### config.mk
export PLATFORM = sky130hd
export DESIGN_NAME = serial_in_port
export DESIGN_NICKNAME = d
export VERILOG_FILES = /design/src/rtl/serial_in_port.sv
export SDC_FILE = /design/constraint.sdc
export NUM_CORES = 1
export LEC_CHECK = 0
export ABC_CLOCK_PERIOD_IN_PS = 2740
export BUFFER_PORTS_ARGS = -buffer_cell sky130_fd_sc_hd__buf_2
export CORE_UTILIZATION = 62
export CTS_BUF_LIST = sky130_fd_sc_hd__clkbuf_2
export DETAILED_ROUTE_END_ITERATION = 12
export PLACE_DENSITY = 0.86
export SYNTH_ARGS = -nofsm -noshare
export SYNTH_HDL_FRONTEND = slang
export SYNTH_SLANG_ARGS = --single-unit
### constraint.sdc
create_clock -name clk -period 2.74 [get_ports clk]
set_input_delay 0.411 -clock clk [delete_from_list [all_inputs] [get_ports clk]]
set_output_delay 0.411 -clock clk [all_outputs]
set_load 0.01 [all_outputs]
### src/rtl/serial_in_port.sv
// Serial input port: receives start + 12 data bits (LSB first) + stop frames on rx,
// holds the last accepted word on out and raises rdy until the CPU acknowledges it.
module serial_in_port #(
  parameter int unsigned CLKS_PER_BIT = 16
) (
  input  logic        clk,
  input  logic        clr,
  input  logic        rx,
  input  logic        ack,
  output logic [11:0] out,
  output logic        rdy,
  output logic        ovr,
  output logic        ferr
);

  localparam int unsigned CW = $clog2(CLKS_PER_BIT);
  localparam logic [CW-1:0] CntLast = CW'(CLKS_PER_BIT - 1);
  localparam logic [CW-1:0] CntHalf = CW'(CLKS_PER_BIT / 2 - 1);

  typedef enum logic [1:0] {StIdle, StStart, StData, StStop} state_e;

  state_e          state_q, state_d;
  logic [1:0]      sync_q;
  logic            rs_prev_q;
  logic [CW-1:0]   cnt_q, cnt_d;
  logic [3:0]      idx_q, idx_d;
  logic [11:0]     shreg_q, shreg_d;
  logic [11:0]     out_q, out_d;
  logic            rdy_q, rdy_d;
  logic            ovr_q, ovr_d;
  logic            ferr_q, ferr_d;
  logic            rs;

  assign rs = sync_q[1];

  // Synchronizer and edge-detect history reset to the idle-high line level.
  always_ff @(posedge clk or negedge clr) begin
    if (!clr) begin
      sync_q    <= 2'b11;
      rs_prev_q <= 1'b1;
      state_q   <= StIdle;
      cnt_q     <= '0;
      idx_q     <= '0;
      shreg_q   <= '0;
      out_q     <= '0;
      rdy_q     <= 1'b0;
      ovr_q     <= 1'b0;
      ferr_q    <= 1'b0;
    end else begin
      sync_q    <= {sync_q[0], rx};
      rs_prev_q <= rs;
      state_q   <= state_d;
      cnt_q     <= cnt_d;
      idx_q     <= idx_d;
      shreg_q   <= shreg_d;
      out_q     <= out_d;
      rdy_q     <= rdy_d;
      ovr_q     <= ovr_d;
      ferr_q    <= ferr_d;
    end
  end

  always_comb begin
    state_d = state_q;
    cnt_d   = cnt_q;
    idx_d   = idx_q;
    shreg_d = shreg_q;
    out_d   = out_q;
    rdy_d   = rdy_q;
    ovr_d   = ovr_q;
    ferr_d  = ferr_q;

    // Ack clears first; a word completing on the same edge overrides below.
    if (ack) begin
      rdy_d  = 1'b0;
      ovr_d  = 1'b0;
      ferr_d = 1'b0;
    end

    unique case (state_q)
      StIdle: begin
        if (rs_prev_q && !rs) begin
          state_d = StStart;
          cnt_d   = '0;
        end
      end
      StStart: begin
        if (cnt_q == CntHalf) begin
          cnt_d = '0;
          if (!rs) begin
            state_d = StData;
            idx_d   = '0;
          end else begin
            state_d = StIdle;
          end
        end else begin
          cnt_d = cnt_q + 1'b1;
        end
      end
      StData: begin
        if (cnt_q == CntLast) begin
          cnt_d          = '0;
          shreg_d[idx_q] = rs;
          if (idx_q == 4'd11) begin
            state_d = StStop;
          end else begin
            idx_d = idx_q + 1'b1;
          end
        end else begin
          cnt_d = cnt_q + 1'b1;
        end
      end
      StStop: begin
        if (cnt_q == CntLast) begin
          cnt_d   = '0;
          state_d = StIdle;
          if (!rs) begin
            ferr_d = 1'b1;
          end else if (!rdy_q || ack) begin
            out_d = shreg_q;
            rdy_d = 1'b1;
          end else begin
            ovr_d = 1'b1;
          end
        end else begin
          cnt_d = cnt_q + 1'b1;
        end
      end
      default: state_d = StIdle;
    endcase
  end

  assign out  = out_q;
  assign rdy  = rdy_q;
  assign ovr  = ovr_q;
  assign ferr = ferr_q;

endmodule

Word level (Yosys, flattened, before mapping)
Index checks and enable logic that the tools add are counted.
{"block": "classes", "shifts": 0, "muxes": 33, "n_reduce_logical": 12, "bitwise": 0, "order_cmp": 2, "add_sub_neg": 2, "n_mul": 0, "div_mod_pow": 0, "n_eq_ne": 13}
{"op": "4-bit two-way mux", "n": 7}
{"op": "1-bit two-way mux", "n": 15}
{"op": "2-bit != test, second input constant", "n": 7}
{"op": "12-bit bitwise mux", "n": 1}
{"op": "2-bit two-way mux", "n": 6}
{"op": "4-bit one-hot mux with 3 select lines", "n": 1}
{"op": "5-bit AND reduction", "n": 2}
{"op": "4-bit by 1-bit adder with 4-bit output, second input constant", "n": 2}
{"op": "4-bit equality test, second input constant", "n": 2}
{"op": "2-bit one-hot mux with 4 select lines", "n": 1}
{"op": "4-bit one-hot mux with 2 select lines", "n": 1}
{"op": "4-bit by 5-bit less-than comparator with 1-bit output, second input constant", "n": 1}
{"op": "1-bit demux with 4-bit select", "n": 1}
{"op": "2-bit equality test, second input constant", "n": 2}
{"op": "4-bit by 3-bit equality test with 1-bit output, second input constant", "n": 1}
{"op": "4-bit by 1-bit >= comparator with 1-bit output, second input constant", "n": 1}
{"op": "4-bit AND reduction", "n": 1}
{"op": "2-bit by 1-bit equality test with 1-bit output, second input constant", "n": 1}
{"op": "1-bit logical AND", "n": 2}
{"op": "1-bit logical NOT", "n": 2}
{"op": "2-bit logical NOT", "n": 1}
{"op": "2-bit AND reduction", "n": 1}
{"op": "2-bit nonzero test", "n": 1}
{"op": "2-bit OR reduction", "n": 1}
{"op": "1-bit logical OR", "n": 1}
{"block": "word_totals", "inputBits": 4, "regBits": 40, "out_inout_bits": 15, "mem_bits_rw": 0, "mem_bits_ro": 0, "latchBits": 0, "n_memories": 0, "elab_cells": 72}

Depth between registers and ports, before layout
Gate-level depths: netlist of run 1.
{"block": "logic_depth", "ltp_word": 6, "depth_mapped": 6, "depth_no_buf": 5}

Least setup slack after synthesis of run 1
OpenSTA, ideal clock, no wires.
{"block": "synth_timing", "path_kind": "flip-flop to flip-flop", "from": "reg idx_q[0]", "to": "reg shreg_q[3]", "t_required_ps": 2612, "arrival_ps": 1728, "setup_time_ps": 128, "slack_ps": 884, "stages_incl_launch_ff": 6, "n_path_buf": 0, "synth_period_minus_slack_ps": 1856, "cell_sequence": "dfrtp_1 ha_1 and3b_1 or3_4 nor3b_2 mux2_1"}
{"block": "synth_between", "elab_chain_cells": 5, "word_cells_on_any_way": 6, "cone_classes": "2 x order compare; 3 x mux; 1 x reduce/logical"}
{"item": "from (decl)", "line": "26", "text": "logic [3:0] idx_q, idx_d;"}
{"item": "from (signal assigned)", "line": "54", "text": "idx_q <= idx_d;"}
{"item": "4-bit by 5-bit less-than comparator with 1-bit output (not written as such) or 4-bit by 1-bit >= comparator with 1-bit output (tied branches)", "line": "103", "text": "shreg_d[idx_q] = rs;"}
{"item": "1-bit logical AND (not written as such)", "line": "103"}
{"item": "1-bit two-way mux (not written as such)", "line": "103"}
{"item": "1-bit demux with 4-bit select *", "line": "103"}
{"item": "12-bit bitwise mux *", "line": "103"}
{"item": "to (signal assigned)", "line": "55", "text": "shreg_q <= shreg_d;"}
{"item": "to (decl)", "line": "27", "text": "logic [11:0] shreg_q, shreg_d;"}
Every way passes the cells marked *; elsewhere a longest branch is shown, timed or not.
A chain may end at the register's enable or synchronous reset.

Final worst setup path of run 1
{"block": "layout_timing", "from": "reg cnt_q[0]", "to": "reg out_q[3] (netlist: out[3])"}
{"block": "layout_between", "elab_chain_cells": 2}
{"item": "from (decl)", "line": "25", "text": "logic [CW-1:0] cnt_q, cnt_d;"}
{"item": "from (signal assigned)", "line": "53", "text": "cnt_q <= cnt_d;"}
{"item": "4-bit equality test", "line": "114", "text": "if (cnt_q == CntLast) begin"}
{"item": "4-bit AND reduction (no source line)"}
{"item": "to (signal assigned)", "line": "56", "text": "out_q <= out_d;"}
{"item": "to (decl)", "line": "28", "text": "logic [11:0] out_q, out_d;"}
Every way passes these cells.

==> results summary, run 1 <==
The flow ran to the end, and the final reports show no timing, DRC or antenna violations. The clock network fraction of design power is about 20%. The first detailed-routing pass took 4 iterations.

After clock tree synthesis, the setup repair step added 0 buffers. The worst hold margin is approximately 64 ps. The number of cell rows came out at 19. The post-synthesis share of cell area spent on full adders, half adders and majority gates came out at about 3.4%. The count of synthesis-stage warnings from yosys came out at 0. The number of nets in the synthesized netlist is 161.

The worst-case reg-to-reg path depth is 5. The number of ports placed on the die boundary is 19. Of all cell types, the one taking the most synthesized area is dfrtp_1. The post-layout utilization of the core came out at a little under three quarters. The xor/xnor share of the synthesized area is 0.482%. The kind of path behind the tightest hold check is input port to async pin.

The setup slack on the worst flop-to-flop path came out at ~600 ps. The number of global-route vias before repair came out at 1101. The vertical die dimension is 56.1 um.

The die outline width is approximately 56 um. Summed over all failing endpoints, the final setup total negative slack is 0 ps. The number of buffers and inverters on the critical path is 0. The number of clock sinks came out at 40. The worst stage delay on the critical path came out at around 500 ps. The wire length after detailed routing is about 3100 um.

Setup repair after global routing left no endpoint under its margin. The top-area cell type share of the netlist area is 51.0%. In this run, post-CTS repair resized a total of 0 instances. The average via count per standard cell is between 5 and 6. STA puts the critical path data arrival time at 2450 ps.

Global routing consumed, over all layers together, between 20% and 30% of the routing resources. The count of buffers added on input and output ports is 18. The clock root buffer master is clkbuf_2. By area the synthesized netlist is led by dfrtp_1, mux2_2, dfstp_2. Global routing finished with a remaining overflow of 0.

The number of buffers created by CTS came out at 5. The worst setup path is of the flip-flop to flip-flop kind. Traced cell by cell, the critical path runs through ha_1, nand4_1, nor2_1, o21a_1, mux2_2. Detailed placement finished with a half-perimeter wire length of 2140 um. The multiplexer share of the synthesized area is between 10% and 20%.

In the finished design, the share of the clock period the worst path needs comes to 78.2%. The power per cell area came out at 644 mW/mm2. The area fraction in and, or, nand and nor cells after synthesis is 14.5%. The weighted congestion at the end of routability-driven global placement is around 0.88. The final number of max-transition violations was 0. The fraction of registers with async set/reset came out at between 90% and 100%. The largest net degree at the start of global routing is 41.

The average wire per standard cell came out at 15.1 um. The setup skew after layout came out at around 22 ps. The region available for standard cell placement spans around 0.0028 mm2. The floorplan step defined a die boundary enclosing about 0.0032 mm2. The slowest cell on the critical path is o21a_1. In the synthesized netlist the dominant register cell turns out to be dfrtp_1.

The synthesized design contains 0 enable-type register cells. In the synthesized netlist, the cells that appear most often are dfrtp_1, mux2_2, nand2_1. The fraction of final layout cells sized beyond drive strength 1 is about a third. The cell area after synthesis came out at 0.00182 mm2. The most common cell in the synthesized netlist is dfrtp_1. The minimum period implied by the final worst setup slack is between 2000 and 2500 ps. After clock tree synthesis, the clock-pin slew on the worst setup and hold paths is around 200 ps. The number of antenna violations at the first check in global routing is 0. The global-route wire length before repair is about 5000 um. The relative contribution of sequential cells to total power is between 50% and 60%. Sequential cells were found to cover 55.3% of the synthesized design area. The starting density of the core is about two thirds. The routed layout has 1178 vias. The maximum operating frequency came out at 467 MHz. The data required time of the critical path is about 3100 ps.

The total setup violations reported at the end of the flow came out at 0. Summing the areas of all compound-gate instances in the mapped netlist gives 7.99% of the synthesized area. The worst-case headroom to the max-slew limit came out at 44.0%. The number of hold-slack violations in the final timing report is 0. The count of different cell masters after synthesis came out at 38. Compared with the post-synthesis result, the final layout area differs by 7.99%. The TritonCTS clock tree is built. The worst setup path is captured at a flip-flop.

The post-detailed-route count of antenna-violating nets came out at 0. In this run the deepest clock path goes through 2 buffers. The max-capacitance violation count is 0.

The worst register-to-register path begins at cnt_q[0]. The share of total power in combinational logic came out at between 20% and 30%. The leakage power of the design came out at ~0.97 nW.

The finished cells cover roughly 0.002 mm2. Buffers inserted to repair hold after CTS numbered 0. The number of diodes added for antenna fixing is 0. The switching power total came out at around 430 uW. The largest family of logic cells by synthesized area is multiplexers. The endpoint of the worst register-to-register path is out[3]. The kind of cell with the highest combined delay along the critical path is compound AO/OA/AOI/OAI gates. The worst setup path is launched from a flip-flop. The synthesized instance count is about 150. The worst ir drop on vdd is between 0.0006 and 0.0007 V. Of the total power, the share spent switching nets is about 34%. The layout net count came out at 180. The number of flip-flops and latches in the synthesized netlist came out at 40. The average size of a mapped cell came out at about 12 um2. The transition at the pin with the smallest max-transition slack came out at around 840 ps.

The design internal power came out at between 800 and 900 uW. The first routing iteration left 25 violations. Along the worst path, the maximum fanout reaches 12. The total placed instance area is 0.00192 mm2. The number of H-tree branching levels came out at 2. The later pin in the worst-skew pair is clocked with a latency of a little over 400 ps. In the routed design, unresolved DRC markers number 0.
[logic make-up (layout without fill, tap and decap cells)]
logic type	Yosys count	after routing
AOI/OAI and AO/OA	22	22
xor gates and xnor gates	1	1
adders and majority gates	5	5
buffers and inverters	12	32
DFF	40	40
muxes	25	25
and+or+nand+nor	47	47
[final cells by class]
cell class	count	area, um2
flip-flops and latches	40	1000
repair buffers	18	90.1
clock buffers	5	25.0
fillers	193	796
inverters	6	22.5
clock inverters	3	18.8
well taps	31	38.8
multi-input cells	100	762
[state kept, by name (all words and copies together), names as in the netlist, named ones only]
signal	count
cnt_q	4
ferr	1
idx_q	4
out	12
ovr	1
rdy	1
rs_prev_q	1
shreg_q	12
state_q	1
sync_q	2
[routing by layer]
layer  GRT usage [%]  wire length, um  part of all wire (%)  vias up
met3            8.14              145                   4.7        5
met4            10.8               64                   2.1        0
li1                -                -                     -      578
met1            28.1             1400                    46      564
met5               0                0                     0        -
met2            33.7             1450                    47       31
[power by group through the flow]
stage / logic, mW / clock network [mW] / registers (mW)
global placement: 0.243 / 0 / 0.754
CTS: 0.265 / 0.260 / 0.749
global route: 0.297 / 0.282 / 0.765
floorplan: 0.257 / 0 / 0.695
detailed placement: 0.264 / 0 / 0.761
finish: 0.262 / 0.251 / 0.752
[through the flow]
| step | cells | power [mW] | setup slack, ps |
|---|---|---|---|
| floorplan | 152 | 0.952 | 884 |
| global placement | 195 | 0.997 | 720 |
| detailed placement | 195 | 1.02 | 592 |
| CTS | 203 | 1.27 | 548 |
| global route | 203 | 1.34 | 435 |
| finish | 203 | 1.26 | 597 |
[how the worst max path moves through the flow]
stage	slack (ps)	cells after the start	end	start
CTS	550	5	out[3]	cnt_q[0]
detailed placement	590	5	out[8]	cnt_q[0]
floorplan	880	5	shreg_q[3]	idx_q[0]
finish	600	5	out[3]	cnt_q[0]
global route	440	5	out[3]	cnt_q[0]
global placement	720	5	out[8]	cnt_q[0]
[layout by cell type, fill, tap and decap left out, drive strengths merged, types with 2 or more instances in the layout]
master,count
o21ai,8
o22ai,2
a31oi,2
nor2b,5
inv,6
and3b,2
buf,18
mux2,25
nor3b,2
or2,2
dfrtp,37
a21oi,2
nor4,2
dfstp,3
clkinvlp,2
nand2,14
clkbuf,5
nor2,6
ha,5
a22o,2
nand3,7
No activity file was read; power rests on OpenSTA's default activity.
==> inputs of run 2 (changes only) <==
==> config.mk (replaced) <==
export PLATFORM = sky130hd
export DESIGN_NAME = serial_in_port
export DESIGN_NICKNAME = d
export VERILOG_FILES = /design/src/rtl/serial_in_port.sv
export SDC_FILE = /design/constraint.sdc
export NUM_CORES = 1
export LEC_CHECK = 0
export ABC_CLOCK_PERIOD_IN_PS = 2100
export BUFFER_PORTS_ARGS = -buffer_cell sky130_fd_sc_hd__buf_2
export CORE_UTILIZATION = 60
export CTS_BUF_LIST = sky130_fd_sc_hd__clkbuf_2
export DETAILED_ROUTE_END_ITERATION = 12
export PLACE_DENSITY = 0.84
export SYNTH_ARGS = -nofsm -noshare
export SYNTH_HDL_FRONTEND = slang
export SYNTH_SLANG_ARGS = --single-unit
==> constraint.sdc (replaced) <==
create_clock -name clk -period 2.1 [get_ports clk]
set_input_delay 0.315 -clock clk [delete_from_list [all_inputs] [get_ports clk]]
set_output_delay 0.315 -clock clk [all_outputs]
set_load 0.01 [all_outputs]
==> results summary, run 2 (same netlist as run 1, synthesis figures left out) <==
The flow ran to the end, but the final reports show violations. The final reports fail on design-rule violations. The fraction of final layout cells sized beyond drive strength 1 was 35.6% (+3.0 points). The global routing usage summed across all routing layers came to 23.1% (+0.93 points). The endpoint identified for the worst register-to-register timing path is shreg_q[3]. The minimum period implied by the final worst setup slack came out at 2040 ps (-105 ps). The worst setup path is captured at a flip-flop. The weighted congestion at the end of routability-driven global placement is 0.838 (-4.4%). The total power came out at 1.80 mW (+42%).

The number of clock sinks came out at 40 (unchanged). The die area is 0.00325 mm2 (+3.2%). The switching power as a share of total power came to 31.4% (-2.6 points).

The number of iterations in the first detailed-routing pass is 8 (+4). The number of ports placed on the die boundary came out at 19 (unchanged). The data arrival time of the critical path came out at 2330 ps (-120 ps). In the layout the commonest cells are dfrtp_1, mux2_2, buf_2. The critical path goes through ha_1, and3b_1, or3_4, nor3b_4, mux2_1.

The HPWL reported at the end of detailed placement is 2210 um (+3.4%). The number of H-tree branching levels is 2 (unchanged). The die outline width came out at 57.0 um (+1.6%). In this run the critical register-to-register path is launched from idx_q[0].

The average via count per standard cell came out at 6.07 (+4.6%). The kind of cell with the highest combined delay along the critical path is simple AND/OR/NAND/NOR gates. The number of hold-slack violations in the final timing report is 0 (unchanged).

The vertical die dimension came to 57.0 um (+1.6%). The worst ir drop on vdd came out at 0.000533 V (-22%). The combined buffer and inverter count along the critical path came to 0 (unchanged). The relative contribution of sequential cells to total power is 54.6% (-4.9 points). The startpoint type of the worst setup path is a flip-flop. The setup skew after layout came out at 14.9 ps (-7.40 ps).

The global-route wire length before repair is 5690 um (+11%). The average wire per standard cell is 16.3 um (+8.1%). The kind of path behind the tightest hold check is input port to async pin.

The post-layout utilization of the core came out at 72.5% (+1.3 points). The clock root buffer master is clkbuf_2. The total global routing overflow is 0 (unchanged). The switching power total was 564 uW (+31%). The floorplan core area came to 0.00281 mm2 (+1.7%).

The commonest non-fill, non-tap cell in the layout is dfrtp_1. The clock network fraction of design power is 24.8% (+5.0 points). The max-capacitance violation count is 0 (unchanged). The post-route clock period utilization is 97.0% (+19 points). The worst-case headroom to the max-slew limit came to 43.0% (-0.98 points). The clock edge transition at the registers on the reported setup and hold paths is 200 ps (about the same). The first-iteration detailed-routing DRC count is 56 (+120%).

The number of cell rows came out at 19 (unchanged). The power per cell area is 884 mW/mm2 (+37%). The data required time of the critical path is 2390 ps (-660 ps). The starting density of the core came to 64.8% (-1.1 points). The layout net count is 185 (+2.8%). The setup slack on the worst flop-to-flop path came out at 60 ps (-530 ps). The number of buffers created by CTS was 5 (unchanged). The largest individual stage delay along the critical path comes from the cell dfrtp_1. The source-to-sink clock delay at the later pin of the worst-skew pair is 370 ps (-40 ps). The DRC violation count after routing is 4 (+4). The synthesis-to-layout area growth came out at 11.9%. The worst hold margin came to 8.08 ps (-55.7 ps). The design internal power came out at 1.23 mW (+48%). The number of fill cells is 206 (+6.7%). The critical path startpoint is idx_q[0].

The share of total power in combinational logic came to 20.6% (about the same). The via count came out at 1263 (+7.2%). The number of global-route vias before repair is 1256 (+14%). The maximum buffer depth of the clock tree came to 2 (unchanged). The count of buffers from port buffering is 18 (unchanged). The final number of max-transition violations is 0 (unchanged).

The total setup violations reported at the end of the flow came out at 0 (unchanged). The worst stage delay on the critical path came out at 470 ps (-30 ps). The transition at the pin with the smallest max-transition slack is 855 ps (+14.7 ps). The number of diodes added for antenna fixing came out at 0 (unchanged).

The wire length after detailed routing is 3390 um (+11%). Setup repair after global routing left no endpoint under its margin. The worst setup path is of the flip-flop to flip-flop kind. The end point of the critical path is shreg_q[3]. The leakage power of the design is 1.01 nW (+4.3%). The worst-case reg-to-reg path depth is 5 (unchanged). The TritonCTS clock tree is built. The number of antenna violations at the first check in global routing was 0 (unchanged). The largest net degree at the start of global routing was 41 (unchanged). The maximum net fanout on the critical path came out at 5 (-7). The post-detailed-route count of antenna-violating nets came out at 0 (unchanged). The maximum operating frequency came out at 491 MHz (+5.2%). The count of cell instances traversed by the critical path came to 5 (unchanged). The final sum of negative setup slack was 0 ps (unchanged).
run 2: layer usage:
metal	vias to the layer above	track usage [%]	routed length, um
met4	0	9.06	16
met5	-	0	0
met3	2	4.99	140
met1	629	30.8	1500
met2	41	37.3	1730
li1	591	-	-
run 2: how the worst min path moves through the flow:
stage,slack (ps),endpoint
6_report,8,ferr
4_1_cts,30,ferr
2_1_floorplan,20,async pin
3_3_place_gp,350,sync_q[1]
5_1_grt,50,ovr
3_5_place_dp,350,sync_q[1]
run 2: cell type report:
| type | instances | area (um2) | share of cell area (%) |
|---|---|---|---|
| clock inverter | 2 | 35.0 | 1.72 |
| sequential | 40 | 1010 | 49.5 |
| clock buffer | 6 | 30.0 | 1.48 |
| timing repair buffer | 23 | 130 | 6.40 |
| multi-input combinational | 100 | 771 | 37.9 |
| tap | 31 | 38.8 | 1.91 |
| inverter | 6 | 22.5 | 1.11 |
run 2: power groups by stage:
stage	Clock [mW]	Combinational (mW)	Sequential, mW
after floorplan	0	0.335	0.907
after global placement	0	0.324	0.981
final	0.446	0.370	0.981
after detailed placement	0	0.342	0.993
after CTS	0.453	0.348	0.979
after global routing	0.484	0.420	1.00
run 2: through the flow:
step	instances	setup WS (ps)	instance area (um2)
floorplan	152	244	1820
global placement	197	205	1930
detailed placement	197	99.9	1930
CTS	206	76.4	2010
global route	208	2.34	2030
finish	208	62.7	2030
run 2: repair_timing:
action / in CTS / in global routing
buffers inserted: 0 / 2
setup endpoints to repair: 0 / 15
hold buffers: 1 / 0
resized for setup: 0 / 3
endpoints found under the hold margin: 1 / 0
==> inputs of run 3 (changes only) <==
--- a/config.mk
+++ b/config.mk
@@ -7,10 +7,11 @@
 export LEC_CHECK = 0
 export ABC_CLOCK_PERIOD_IN_PS = 2100
 export BUFFER_PORTS_ARGS = -buffer_cell sky130_fd_sc_hd__buf_2
-export CORE_UTILIZATION = 60
+export CORE_UTILIZATION = 30
 export CTS_BUF_LIST = sky130_fd_sc_hd__clkbuf_2
 export DETAILED_ROUTE_END_ITERATION = 12
-export PLACE_DENSITY = 0.84
+export MAX_ROUTING_LAYER = met4
+export PLACE_DENSITY = 0.49
 export SYNTH_ARGS = -nofsm -noshare
 export SYNTH_HDL_FRONTEND = slang
 export SYNTH_SLANG_ARGS = --single-unit
==> results summary, run 3 (same netlist as run 1, synthesis figures left out) <==
The total setup violations reported at the end of the flow was 0 (unchanged). The setup slack on the worst flop-to-flop path came out at 130 ps (+70 ps). The total placed instance area is 0.00201 mm2 (+4.2%).

The first-iteration detailed-routing DRC count is 87 (+55%). The number of ports placed on the die boundary is 19 (unchanged). The maximum operating frequency is 508 MHz (+3.5%). The final number of max-transition violations came out at 0 (unchanged). The tree is rooted in a clkbuf_2. The number of iterations in the first detailed-routing pass is 4 (-4). The count of buffers from port buffering is 18 (unchanged).

The post-detailed-route count of antenna-violating nets came out at 0 (unchanged). The leakage power of the design was 1.01 nW (+0.45%). The die area came out at 0.00637 mm2 (+96%).

The via count came out at 1201 (-4.9%). The final standard cell area without fillers is 0.00207 mm2 (+2.0%). The setup skew after layout is 14.0 ps (-0.860 ps). The layout net count is 188 (+1.6%). The worst-case headroom to the max-slew limit came out at 66.0% (+23 points).

The number of diodes added for antenna fixing came out at 0 (unchanged). The power per cell area was 795 mW/mm2 (-10%). The number of antenna violations at the first check in global routing was 0 (unchanged).

The weighted congestion at the end of routability-driven global placement came to 0.806 (-3.7%). The global routing usage summed across all routing layers came out at 12.1% (-11 points). Relative to the synthesized area, the layout overhead comes to 14.1%. The minimum period implied by the final worst setup slack came out at 1970 ps (-69.2 ps). The transition at the pin with the smallest max-transition slack is 510 ps (-345 ps). The DRC violation count after routing came out at 0 (-4). The data required time of the critical path came out at 2380 ps (about the same). The global-route wire length before repair is 5660 um (-0.49%). The setup fix buffers added after clock tree synthesis came out at 0 (unchanged). The wire length after detailed routing was 3300 um (-2.7%).

The starting density of the core came out at 32.0% (-33 points). The post-route clock period utilization is 93.7% (-3.3 points). The commonest non-fill, non-tap cell in the layout is dfrtp_1. The die outline width came out at 79.8 um (+40%).

The number of hold-slack violations in the final timing report is 0 (unchanged). The worst ir drop on vdd is 0.000232 V (-56%). STA classifies the critical path endpoint as a flip-flop. The number of global-route vias before repair came to 1138 (-9.4%). The fraction of final layout cells sized beyond drive strength 1 is 34.4% (-1.1 points). The maximum buffer depth of the clock tree is 2 (unchanged). The worst hold path depth came out at 2. In the layout the commonest cells are dfrtp_1, mux2_2, buf_2. The HPWL reported at the end of detailed placement came out at 2280 um (+3.2%). By startpoint and endpoint, the worst setup path is classified as flip-flop to flip-flop.

The final sum of negative setup slack is 0 ps (unchanged). The startpoint type of the worst setup path is a flip-flop. The worst-case reg-to-reg path depth was 5 (unchanged).

The vertical die dimension came to 79.8 um (+40%). The kind of path behind the tightest hold check is input port to flip-flop. The number of buffers created by CTS came out at 5 (unchanged). The average wire per standard cell was 13.1 um (-20%).

The total global routing overflow is 0 (unchanged). The least setup slack across all paths after layout came out at 132 ps (+69.2 ps). The number of clock sinks came out at 40 (unchanged). The post-placement setup slack is 129 ps (+28.9 ps). The source-to-sink clock delay at the later pin of the worst-skew pair is 370 ps (about the same). The floorplan core area came out at 0.00568 mm2 (+100%). The number of cell rows came to 27 (+8). The run finished with clean final reports. The clock edge transition at the registers on the reported setup and hold paths came out at 190 ps (about the same). The average via count per standard cell is 4.77 (-22%). The TritonCTS clock tree is built. The max-capacitance violation count is 0 (unchanged).

The maximum net fanout on the critical path came out at 6 (+1). The largest net degree at the start of global routing is 41 (unchanged). The number of H-tree branching levels came out at 2 (unchanged). The data arrival time of the critical path is 2250 ps (-80 ps). Setup repair after global routing left no endpoint under its margin.
## run 3: critical path: stages, from the launching register on
cell	delay [ps]
dfrtp_1	470
ha_1	260
and3b_1	220
or3_4	390
nor3b_2	200
mux2_1	340
## run 3: final timing paths
kind / to / start
worst min register to register: sync_q[1] / sync_q[0]
min in group asynchronous: ovr / clr
worst max register to register: shreg_q[3] / idx_q[0]
worst max-delay path: shreg_q[3] / idx_q[0]
worst min-delay path: ovr / ack
max in group asynchronous: out[7] / clr
## run 3: per-layer routing
metal / part of all wire, % / wire, um / global-route usage [%]
met3: 4.4 / 145 / 4.23
met2: 43 / 1430 / 17.1
met4: 0.70 / 23 / 4.11
met1: 52 / 1700 / 16.2
met5: 0 / 0 / -
## run 3: cell type report
class / instances / area (um2)
Clock buffer: 7 / 35.0
Tap cell: 72 / 90.1
Inverter: 6 / 22.5
Fill cell: 574 / 3600
Sequential cell: 40 / 1000
Clock inverter: 1 / 3.75
Timing Repair Buffer: 26 / 155
Multi-Input combinational cell: 100 / 762
## run 3: repair_timing
action,CTS,global route
endpoints found under the hold margin,38,0
resized for setup,0,0
hold buffers,2,0
## run 3: power by group
group | internal (mW) | switching [mW] | total (mW) | leakage [nW]
clock network | 0.0894 | 0.237 | 0.327 | 0.0306
logic | 0.173 | 0.172 | 0.345 | 0.449
registers | 0.846 | 0.131 | 0.977 | 0.535
total | 1.11 | 0.540 | 1.65 | 1.01
## run 3: through the flow
| stage | hold slack (ps) | power (mW) | util, % | cells |
|---|---|---|---|---|
| finish | 118 | 1.65 | 36.5 | 252 |
| global route | 70.5 | 1.77 | 36.5 | 252 |
| CTS | 89.8 | 1.67 | 36.5 | 252 |
| detailed placement | 347 | 1.33 | 35.5 | 242 |
| global placement | 346 | 1.33 | 35.5 | 242 |
| floorplan | 19.4 | 1.24 | - | 152 |
